`src/rtl/chacha_round_ctrl.sv`:
```
// ChaCha block sequencer: load, ROUNDS x 4 quarter-round steps, feed-forward, then hold the block until read.
// Latency: start sampled at edge E -> load_en E+1, qr_en E+2..E+4*ROUNDS+1, ff_en E+4*ROUNDS+2, valid E+4*ROUNDS+3.
// Backpressure: valid holds until read_ack; start is ignored while busy or while valid waits without read_ack.
module chacha_round_ctrl #(
    parameter int          ROUNDS   = 20,
    parameter logic [31:0] CTR_INIT = 32'h0000_0000
) (
    input  logic        clk,
    input  logic        rst_n,
    input  logic        start,
    input  logic        read_ack,
    output logic        load_en,
    output logic        qr_en,
    output logic [1:0]  qr_step,
    output logic        qr_diag,
    output logic        ff_en,
    output logic        busy,
    output logic        valid,
    output logic [31:0] blk_ctr,
    output logic        ctr_wrap
);

    // Double-round counter reaches ROUNDS/2 on the final step, so it needs one spare bit.
    localparam int             DW      = $clog2(ROUNDS / 2) + 1;
    localparam logic [DW-1:0]  DR_LAST = DW'(ROUNDS / 2 - 1);

    typedef enum logic [2:0] {
        S_IDLE,
        S_LOAD,
        S_ROUND,
        S_FEED,
        S_VALID
    } state_t;

    state_t          state_q,    state_d;
    logic [1:0]      step_q,     step_d;
    logic            diag_q,     diag_d;
    logic [DW-1:0]   dr_cnt_q,   dr_cnt_d;
    logic [31:0]     blk_ctr_q,  blk_ctr_d;
    logic            ctr_wrap_q, ctr_wrap_d;
    logic            load_en_q,  load_en_d;
    logic            qr_en_q,    qr_en_d;
    logic [1:0]      qr_step_q,  qr_step_d;
    logic            qr_diag_q,  qr_diag_d;
    logic            ff_en_q,    ff_en_d;
    logic            busy_q,     busy_d;
    logic            valid_q,    valid_d;

    // Next-state, counter updates, and output decode from the next state so every output is a flop.
    always_comb begin
        state_d    = state_q;
        step_d     = step_q;
        diag_d     = diag_q;
        dr_cnt_d   = dr_cnt_q;
        blk_ctr_d  = blk_ctr_q;
        ctr_wrap_d = 1'b0;

        case (state_q)
            S_IDLE: begin
                if (start) begin
                    state_d = S_LOAD;
                end
            end
            S_LOAD: begin
                state_d  = S_ROUND;
                step_d   = 2'd0;
                diag_d   = 1'b0;
                dr_cnt_d = '0;
            end
            S_ROUND: begin
                step_d = step_q + 2'd1;
                if (step_q == 2'd3) begin
                    diag_d = ~diag_q;
                    if (diag_q) begin
                        dr_cnt_d = dr_cnt_q + DW'(1);
                        if (dr_cnt_q == DR_LAST) begin
                            state_d = S_FEED;
                        end
                    end
                end
            end
            S_FEED: begin
                state_d = S_VALID;
            end
            S_VALID: begin
                // A start without read_ack is dropped; with read_ack it chains straight into the next load.
                if (read_ack) begin
                    blk_ctr_d  = blk_ctr_q + 32'd1;
                    ctr_wrap_d = (blk_ctr_q == 32'hFFFF_FFFF);
                    state_d    = start ? S_LOAD : S_IDLE;
                end
            end
            default: begin
                state_d = S_IDLE;
            end
        endcase

        load_en_d = (state_d == S_LOAD);
        qr_en_d   = (state_d == S_ROUND);
        qr_step_d = qr_en_d ? step_d : 2'd0;
        qr_diag_d = qr_en_d & diag_d;
        ff_en_d   = (state_d == S_FEED);
        busy_d    = load_en_d | qr_en_d | ff_en_d;
        valid_d   = (state_d == S_VALID);
    end

    // State, counters and registered outputs; reset abandons any block in flight.
    always_ff @(posedge clk) begin
        if (!rst_n) begin
            state_q    <= S_IDLE;
            step_q     <= 2'd0;
            diag_q     <= 1'b0;
            dr_cnt_q   <= '0;
            blk_ctr_q  <= CTR_INIT;
            ctr_wrap_q <= 1'b0;
            load_en_q  <= 1'b0;
            qr_en_q    <= 1'b0;
            qr_step_q  <= 2'd0;
            qr_diag_q  <= 1'b0;
            ff_en_q    <= 1'b0;
            busy_q     <= 1'b0;
            valid_q    <= 1'b0;
        end else begin
            state_q    <= state_d;
            step_q     <= step_d;
            diag_q     <= diag_d;
            dr_cnt_q   <= dr_cnt_d;
            blk_ctr_q  <= blk_ctr_d;
            ctr_wrap_q <= ctr_wrap_d;
            load_en_q  <= load_en_d;
            qr_en_q    <= qr_en_d;
            qr_step_q  <= qr_step_d;
            qr_diag_q  <= qr_diag_d;
            ff_en_q    <= ff_en_d;
            busy_q     <= busy_d;
            valid_q    <= valid_d;
        end
    end

    assign load_en  = load_en_q;
    assign qr_en    = qr_en_q;
    assign qr_step  = qr_step_q;
    assign qr_diag  = qr_diag_q;
    assign ff_en    = ff_en_q;
    assign busy     = busy_q;
    assign valid    = valid_q;
    assign blk_ctr  = blk_ctr_q;
    assign ctr_wrap = ctr_wrap_q;

endmodule

```
`config.mk`:
```
export PLATFORM = sky130hd
export DESIGN_NAME = chacha_round_ctrl
export DESIGN_NICKNAME = d
export VERILOG_FILES = /design/src/rtl/chacha_round_ctrl.sv
export SDC_FILE = /design/constraint.sdc
export NUM_CORES = 1
export LEC_CHECK = 0
export BUFFER_PORTS_ARGS = -buffer_cell sky130_fd_sc_hd__buf_2
export CORE_MARGIN = 2
export CORE_UTILIZATION = 35
export DETAILED_ROUTE_END_ITERATION = 16
export PLACE_DENSITY_LB_ADDON = 0.3
export SYNTH_ARGS = -nofsm -noshare
export SYNTH_HDL_FRONTEND = slang
export SYNTH_SLANG_ARGS = --single-unit
```
`constraint.sdc`:
```
create_clock -name clk -period 1.9 [get_ports clk]
set_clock_uncertainty 0.15 [all_clocks]
set_input_delay 0.19 -clock clk [delete_from_list [all_inputs] [get_ports clk]]
set_output_delay 0.19 -clock clk [all_outputs]
set_load 0.05 [all_outputs]
```
==> out/results.txt <==
CTS Sinks -> 52
vias in the first global route -> 2407
initial antenna violation count -> 0
Netlist cell types -> 44
Non-Filler Instances -> 463
Final HPWL DP -> 4732 um
DR vias/cell -> 5.436
DR vias -> 2517
area of the mapped netlist -> 2441 sq um
diode count -> 0
nets@finish -> 390
Ports -> 45
RSZ-0062 raised after global routing -> yes
slowest cell delay on critical path -> 0.60 ns
critical path fanouts, max -> 7
Die ar. -> 7659 sq um
Post-Synth XOR/XNOR Area -> 2.870%
hold crit path type -> in2reg
clock buffer depth -> 2
VDD IR-drop max -> 0.2325 mV
f_max -> 0.4979 GHz
Synth warnings -> 0
Core ar. -> 6756 sq um
CTS tree -> built
crit-path cells -> nand4_1, or4_4, or4_4, a21oi_2
post-synthesis sequential area ratio -> 42.64%
CP most frequent cell -> or4_4
die span in x -> 87.52 um
number of flops mapped to enable cells by yosys -> 0
remaining global-route overflow -> 0
Slew Viols, Final -> 0
status -> finished with violations
final hold violations -> 0
crit path DAT -> 2.11 ns
clk_lat worst skew -> 0.32 ns
global-route wire length before repair -> 11300 um
GP Congestion -> 0.8194
Setup TNS -> -1.018 ns
Top FF cell, synth -> dfxtp_1
H-tree lvl count -> 2
std cell rows -> 30
Crit-path slowest cell -> or4_4
largest net degree at the start of global routing -> 20
Worst Hold Path Cells -> 3
DR iter-0 viols -> 176
violated checks -> setup timing
area share of fa/ha/maj cells after synthesis -> 2.050%
FF+latch count, synth -> 52
asr flop ratio synth -> 0%
simple-gate area share of the yosys netlist -> 28.60%
Syn Nets -> 293
layout cells sized above 1 -> 46.21%
period utilization -> 105.7%
final setup fails -> 19
reg2reg setup slack -> -0.11 ns
Tmin final -> 2.008 ns
largest family of logic cells by synthesized area -> simple AND/OR/NAND/NOR gates
WS Path Type -> reg2reg
PD cells -> 533.2 nW/um^2
routed len/inst -> 15.17 um
worst hold margin -> 0.1401 ns
Area growth syn-to-layout -> 46.95%
commonest non-fill, non-tap cell in the layout -> buf_4
Data required, critical path -> 2.00 ns
antenna-violating nets left -> 0
mux contribution to synthesized area -> 2.460%
Startpoint Class -> flop
Reg2Reg Depth -> 4
post-synthesis cell count -> 285
Max-slew headroom -> 75.38%
Final WS setup -> -0.1084 ns
compound-gate portion of the synthesized area -> 16.40%
TritonRoute pass-1 iters -> 4
DRC viols -> 0
# fillers -> 644
cts hold-fix bufs -> 0
final wirelength -> 7022 um
Tot GR Track Use -> 18.47%
cell total after placement -> 442
utilization after layout -> 53.09%
Initial Utilization -> 36.13%
Worst-path clk slew -> 0.11 ns
commonest cells after routing, fill and taps aside -> 52 x buf_4, 44 x buf_2, 26 x nand2_1, 25 x dfxtp_1
Leak -> 1.449 nW
Max Cap Viol -> 0
Worst setup EP type -> flop
syn avg cell area -> 8.565 sq um
root buf cell -> clkbuf_8
Port-buffer cells -> 44
Die Y -> 87.52 um
Num CTS Buffers -> 5
Worst-Margin Slew -> 0.3688 ns
-- sequential cells by signal, indices dropped and copies added, names as in the netlist --
| name | count |
|---|---|
| step_q | 2 |
| qr_diag | 1 |
| busy | 1 |
| valid | 1 |
| diag_q | 1 |
| qr_en | 1 |
| blk_ctr | 32 |
| load_en | 1 |
| dr_cnt_q | 5 |
| ctr_wrap | 1 |
| qr_step | 2 |
| state_q | 3 |
| ff_en | 1 |
-- final cells by class --
type	instances	area, sq um	area share (%)
Clock buffer	6	72.57	2.023
Clock inverter	2	15.01	0.4186
Sequential cell	52	1125	31.36
Timing Repair Buffer	104	704.4	19.64
Inverter	12	45.04	1.256
Multi-Input combinational cell	207	1525	42.52
Tap cell	80	100.1	2.790
-- logic make-up (layout without fill, tap and decap cells) --
kind of cell	count (synthesis)	after routing
and+or+nand+nor	124	125
AOI/OAI and AO/OA	64	64
DFF	52	52
buffers and inverters	27	124
xor gates and xnor gates	8	8
muxes	6	6
adders and majority gates	4	4
-- final timing paths --
path / startpoint / to
setup / recovery: blk_ctr[18]$_SDFFE_PN0P_ / blk_ctr[27]$_SDFFE_PN0P_
hold reg to reg: blk_ctr[31]$_SDFFE_PN0P_ / ctr_wrap$_SDFF_PN0_
setup reg to reg: blk_ctr[18]$_SDFFE_PN0P_ / blk_ctr[27]$_SDFFE_PN0P_
hold / removal: start / state_q[0]$_SDFF_PN0_
-- cell usage after synthesis, drive strengths merged, types with 4 or more instances --
cell type	n	area [sq um]
a21oi	28	140.1
or4	17	127.6
or3	15	98.84
nand2b	4	25.02
mux2i	6	60.06
o21ai	11	55.05
buf	6	42.54
nand3	9	45.04
inv	12	45.04
dfxtp	52	1041
nand4	10	62.56
nor4	5	31.28
clkbuf	9	33.78
ha	4	50.05
nand2	26	97.59
nor2	18	67.56
xnor2	4	35.03
o31ai	9	67.56
xor2	4	35.03
-- power breakdown --
group,internal [mW],switching [mW]
clock,0.264,0.385
combinational,0.0645,0.115
sequential,1.08,0.00753
total,1.41,0.507
-- stage by stage --
stage               instance area [sq um]  power (mW)  setup slack, ns
finish                               3587       1.913          -0.1084
detailed placement                   3187       1.280          -0.2071
CTS                                  3412       1.920          -0.1070
floorplan                            2623       1.232          -0.1629
global route                         3587       1.996          -0.1709
global placement                     3187       1.278          -0.1434
-- routing by layer --
metal | wire length [um] | track usage [%]
met2 | 3418 | 31.34
met3 | 368 | 2.938
met4 | 62 | 5.455
met1 | 3172 | 24.20
met5 | 0 | 0
-- timing repair --
item / in CTS / in global routing
resized for setup: 20 / 28
gates cloned: 1 / 1
pin swaps: 10 / 5
setup endpoints to repair: 19 / 24
setup buffers: 6 / 5
-- worst max-delay path, delay by kind of cell (launching register included) --
family / cells / cell delay (ns)
and+or+nand+nor: 3 / 1.29
DFF: 1 / 0.36
AOI/OAI and AO/OA: 1 / 0.15
(Power assumes the default switching activity.)
